### config.mk
export PLATFORM = sky130hd
export DESIGN_NAME = dram_sequencer
export DESIGN_NICKNAME = d
export VERILOG_FILES = /design/src/rtl/dram_sequencer.sv
export SDC_FILE = /design/constraint.sdc
export NUM_CORES = 1
export LEC_CHECK = 0
export ABC_AREA = 1
export BUFFER_PORTS_ARGS = -buffer_cell sky130_fd_sc_hd__buf_2
export CORE_UTILIZATION = 30
export DETAILED_ROUTE_END_ITERATION = 10
export MAX_ROUTING_LAYER = met4
export PLACE_DENSITY = 0.59
export SYNTH_ARGS = -nofsm -noshare
export SYNTH_HDL_FRONTEND = slang
export SYNTH_SLANG_ARGS = --single-unit
### constraint.sdc
create_clock -name clk -period 1.4 [get_ports clk]
set_input_delay 0.28 -clock clk [delete_from_list [all_inputs] [get_ports clk]]
set_output_delay 0.28 -clock clk [all_outputs]
set_load 0.05 [all_outputs]
### src/rtl/dram_sequencer.sv
// dram_sequencer
//    Generates DRAM RAS/CAS/address-mux timing from Z80 bus strobes for
//    one RAM slot. It also runs refresh cycles from the Z80 refresh
//    indicator. A precharge phase of TRP clocks follows every row cycle.
//    A request that arrives during precharge is held in a single pending
//    slot, and it starts without passing through IDLE.
//
//    Optional feature: define VG8020_REFRESH_CNT_EN to build the 7-bit
//    refresh row counter. Without that macro, rfsh_row is tied to 0.
//
// Ports
//    clk       in   sequencer clock
//    rst       in   asynchronous active-high reset
//    nmreq     in   Z80 memory request (active low)
//    nrd       in   Z80 read strobe (active low)
//    nwr       in   Z80 write strobe (active low)
//    nrfshd    in   Z80 refresh indicator (active low)
//    nsltsl3   in   RAM slot select (active low)
//    nras      out  DRAM row strobe (active low)
//    mux       out  address mux select (0 = row, 1 = column)
//    ncas      out  DRAM column strobe (active low)
//    busy      out  high whenever the sequencer is not idle
//    rfsh_row  out  refresh row counter
module dram_sequencer #(
   parameter int TRP = 2
) (
   input  logic       clk,
   input  logic       rst,
   input  logic       nmreq,
   input  logic       nrd,
   input  logic       nwr,
   input  logic       nrfshd,
   input  logic       nsltsl3,
   output logic       nras,
   output logic       mux,
   output logic       ncas,
   output logic       busy,
   output logic [6:0] rfsh_row
);

   typedef enum logic [2:0] {IDLE, ROW, COL, CAS, REF, PRE} state_t;

   localparam logic [2:0] TRP_CNT = 3'(TRP);

   state_t     state_reg, state_next;
   logic [2:0] pre_cnt_reg, pre_cnt_next;
   logic       pend_ref_reg, pend_ref_next;
   logic       pend_acc_reg, pend_acc_next;
   logic       nras_next, mux_next, ncas_next, busy_next;

   // Refresh takes priority over an access, so a memory access is only
   // recognised when nrfshd is high.
   logic ref_req, acc_req;
   assign ref_req = !nmreq && !nrfshd;
   assign acc_req = !nmreq && !nsltsl3 && nrfshd;

   always_ff @(posedge clk or posedge rst) begin
      if (rst) begin
         state_reg    <= IDLE;
         pre_cnt_reg  <= 3'd0;
         pend_ref_reg <= 1'b0;
         pend_acc_reg <= 1'b0;
         nras         <= 1'b1;
         mux          <= 1'b0;
         ncas         <= 1'b1;
         busy         <= 1'b0;
      end else begin
         state_reg    <= state_next;
         pre_cnt_reg  <= pre_cnt_next;
         pend_ref_reg <= pend_ref_next;
         pend_acc_reg <= pend_acc_next;
         nras         <= nras_next;
         mux          <= mux_next;
         ncas         <= ncas_next;
         busy         <= busy_next;
      end
   end

   always_comb begin
      state_next    = state_reg;
      pre_cnt_next  = pre_cnt_reg;
      pend_ref_next = pend_ref_reg;
      pend_acc_next = pend_acc_reg;

      case (state_reg)
         IDLE: begin
            if (ref_req)      state_next = REF;
            else if (acc_req) state_next = ROW;
         end
         ROW: state_next = nmreq ? PRE : COL;
         COL: state_next = nmreq ? PRE : CAS;
         CAS: if (nmreq) state_next = PRE;
         REF: if (nmreq) state_next = PRE;
         PRE: begin
            if (pre_cnt_reg >= TRP_CNT) begin
               // Last precharge cycle. A latched or current request starts
               // at once, but only while nmreq is still asserted.
               pre_cnt_next  = 3'd0;
               pend_ref_next = 1'b0;
               pend_acc_next = 1'b0;
               if (!nmreq && (pend_ref_reg || ref_req))
                  state_next = REF;
               else if (!nmreq && (pend_acc_reg || acc_req))
                  state_next = ROW;
               else
                  state_next = IDLE;
            end else begin
               pre_cnt_next = pre_cnt_reg + 3'd1;
               if (ref_req)
                  pend_ref_next = 1'b1;
               else if (acc_req)
                  pend_acc_next = 1'b1;
            end
         end
         default: state_next = IDLE;
      endcase

      // The first precharge cycle counts as cycle 1.
      if (state_next == PRE && state_reg != PRE)
         pre_cnt_next = 3'd1;

      // Outputs decode the state being entered, so they change on the
      // same edge as the state register.
      nras_next = !(state_next inside {ROW, COL, CAS, REF});
      mux_next  = state_next inside {COL, CAS};
      ncas_next = !(state_next == CAS && (!nrd || !nwr));
      busy_next = (state_next != IDLE);
   end

`ifdef VG8020_REFRESH_CNT_EN
   logic [6:0] rfsh_row_reg;
   logic       ref_done;

   // A refresh cycle counts once it reaches precharge.
   assign ref_done = (state_reg == REF) && nmreq;

   always_ff @(posedge clk or posedge rst) begin
      if (rst)
         rfsh_row_reg <= 7'd0;
      else if (ref_done)
         rfsh_row_reg <= rfsh_row_reg + 7'd1;
   end

   assign rfsh_row = rfsh_row_reg;
`else
   assign rfsh_row = 7'd0;
`endif

endmodule

==> out/metrics.csv <==
stage;metric;value;unit
global_route;initial antenna violation count;0;
timing;Final setup viols;0;
die;Ports;18;
power;P_sw;0.906;mW
global_route;largest net degree at the start of global routing;13;
route;Vias/cell;4.25;
power;internal power;1.08;mW
setup_path;Critical Path End Type;flip-flop;
clock_network;htree depth;1;
timing;clk_skew;3.59;ps
setup_path;critical path's most frequent cell;nand2_2;
power;peak supply drop;0.999;mV
timing;Final Cycle Share;94.8;%
synth;post-synthesis cell count;86;
finish;filler instances;222;
timing;RSZ-0062 raised after global routing;true;
power;Comb power frac;54.9;%
placement;PortBufs;10;
route;Routed WL;1.20;mm
finish;ratio of cells with drive above 1 in the final layout;29.1;%
timing;Max Slew Vio Count;0;
synth;Post-Syn Area per Cell;7.89;µm²
timing;min Tclk post-route;1330;ps
clock_network;clock root buffer;clkbuf_4;
power;Flop pwr share;31.1;%
finish;Reg area;304;µm²
die;Die W;49.5;µm
die;number of core rows;16;
timing;Final Hold Viols;0;
global_route;vias in the first global route;489;
synth;Synth Warn #;0;
timing;fmax;753;MHz
setup_path;Worst Path Arrival;1500;ps
power;switching share of total power;45.7;%
placement;HPWL after DPL;921;µm
setup_path;CP delay by family, top;simple AND/OR/NAND/NOR gates;
route;wire per inst;9.24;µm
finish;Area Growth Syn to Fin;19.6;%
setup_path;R2R depth;8;
finish;area of the multi-input gates;298;µm²
setup_path;data required time of the worst path;1580;ps
setup_path;critical path's largest stage delay;470;ps
clock_network;TritonCTS clock tree;built;
global_route;global route total overflow;0;
setup_path;Crit-path slowest cell;dfrtp_2;
die;Starting Density;33.2;%
setup_path;WP depth;8;
setup_path;Crit Path Max Fanout;5;
route;drt drc;0;
clock_network;CTS Buffer Depth;2;
synth;most common cell in the netlist;nand2_1;
clock_network;clock buffer count from CTS;3;
synth;register bit total from synthesis;12;
power;PwrDens;2450;nW/µm²
power;P_leak;0.429;nW
clock_network;clk sinks;12;
clock_network;clk slew on worst S/H paths;80;ps
placement;Final GP Congestion;0.868;
global_route;All-Layer GR Usage;11.7;%
synth;post-synthesis sequential area ratio;44.6;%
synth;synthesized area;678;µm²
route;ANT nets after route;0;
job;max_cap viols;0;
status;outcome;completed;
route;First DRT Iteration DRCs;6;
hold_path;Hold WC Path Type;input pin to flip-flop;
synth;Synth area leader;dfrtp_1;
route;routed vias;553;
finish;Nets;112;
die;core area;2040;µm²
timing;setup ws final;72.8;ps
synth;async set or reset register ratio after synthesis;100;%
global_route;first-pass GRT wire length;2.00;mm
synth;Netlist cell types;22;
synth;Post-synth top cells;nand2_1 (18), inv_1 (11), dfrtp_1 (10);
finish;antenna cells;0;
synth;Synth Flop Type;dfrtp_1;
power;clock power share;14.1;%
route;DRT Pass-1 Iters;4;
synth;Post-synth EDFFs;0;
setup_path;WP buf/inv;1;
synth;largest cells by area after synthesis;dfrtp_1 (37%), nand2_1 (10%), buf_4 (7.7%);
die;Die ar.;2450;µm²
synth;post-synth top area share;36.9;%
hold_path;hold path depth;3;
clock_network;worst skew pair latency;280;ps
die;Die Y;49.5;µm
timing;Setup TNS Final;0;ps
placement;Place WS;37.2;ps
setup_path;crit path cell chain;nor2_4, nand2_2, o211ai_1, nand3_2, nand2_2, nand3_1, nand2_1, inv_1;
setup_path;critical path launch point type;flip-flop;
setup_path;CP Class;flip-flop to flip-flop;
-- layer usage --
layer | GRT usage (%) | vias to the layer above | share of wire [%]
met5 | - | - | 0
met4 | 10.0 | 0 | 2.7
met3 | 2.78 | 4 | 4.5
met2 | 17.3 | 15 | 47
met1 | 13.0 | 246 | 45
li1 | - | 288 | -
-- kinds of logic (layout without fill, tap and decap cells) --
| group | after synthesis | after routing | synth area share (%) |
|---|---|---|---|
| and+or+nand+nor | 42 | 42 | 30.3 |
| buffers and inverters | 21 | 32 | 15.5 |
| DFF | 12 | 12 | 44.6 |
| AOI/OAI and AO/OA | 9 | 9 | 7.20 |
| adders and majority gates | 1 | 1 | 1.84 |
| other | 1 | 7 | 0.553 |
-- placed cells by master (no fill, tap or decap) --
cell type	Yosys	layout
dfstp_2	2	2
o21ai_0	2	2
dfrtp_1	10	9
buf_2	0	10
nand2_2	2	2
a21oi_1	3	3
nand3_2	2	2
nor2_4	0	1
or2_1	2	2
ha_1	1	1
inv_2	2	3
conb_1	1	7
clkbuf_4	0	3
nand2b_1	1	1
a31oi_1	1	1
nor3_4	1	1
nand2_1	18	18
dlygate4sd3_1	0	1
o21ai_1	2	2
buf_4	7	4
dfrtp_2	0	1
nand3_1	6	6
nor2_1	9	9
inv_1	11	10
o211ai_1	1	1
clkbuf_8	0	1
-- worst paths after layout --
check | from | end | slack, ps
setup / recovery | state_reg[1] | pre_cnt_reg[0] | 70
hold reg to reg | pre_cnt_reg[2] | pre_cnt_reg[2] | 520
setup reg to reg | state_reg[1] | pre_cnt_reg[0] | 70
hold / removal | nwr | ncas | 230
min in group asynchronous | rst | state_reg[0] | 540
max in group asynchronous | rst | ncas | 520
-- through the flow --
stage / power [mW] / utilization (%) / hold WS, ps / std cells / area (µm²)
floorplan: 1.41 / - / 143 / 92 / 701
global placement: 1.57 / 36.0 / 312 / 122 / 736
global route: 2.16 / 39.7 / 240 / 130 / 811
CTS: 1.89 / 38.3 / 222 / 127 / 782
finish: 1.98 / 39.7 / 228 / 130 / 811
detailed placement: 1.59 / 36.0 / 314 / 122 / 736
-- tightest hold or removal path, cell delays in order --
cell     delay [ps]
buf_2            70
nand2_1          40
nand3_1          80
-- final cells by class --
cell class              count  area share, %
clock buffers               4           4.48
inverters                  13           6.02
multi-input cells          59           36.7
flip-flops and latches     12           37.5
well taps                  27           4.17
repair buffers             15           11.1
-- power groups by stage --
| stage | clock network, mW | registers [mW] | logic, mW |
|---|---|---|---|
| final | 0.279 | 0.617 | 1.09 |
| after global placement | 0 | 0.606 | 0.961 |
| after floorplan | 0 | 0.743 | 0.668 |
| after global routing | 0.308 | 0.635 | 1.21 |
| after CTS | 0.297 | 0.604 | 0.985 |
| after detailed placement | 0 | 0.610 | 0.980 |
-- repair_timing --
item / CTS / global route
endpoints found under the setup margin: 0 / 5
hold buffers: 1 / 0
gates resized for setup: 0 / 3
buffers inserted: 0 / 3
endpoints found under the hold margin: 5 / 0
(Power assumes the default switching activity.)
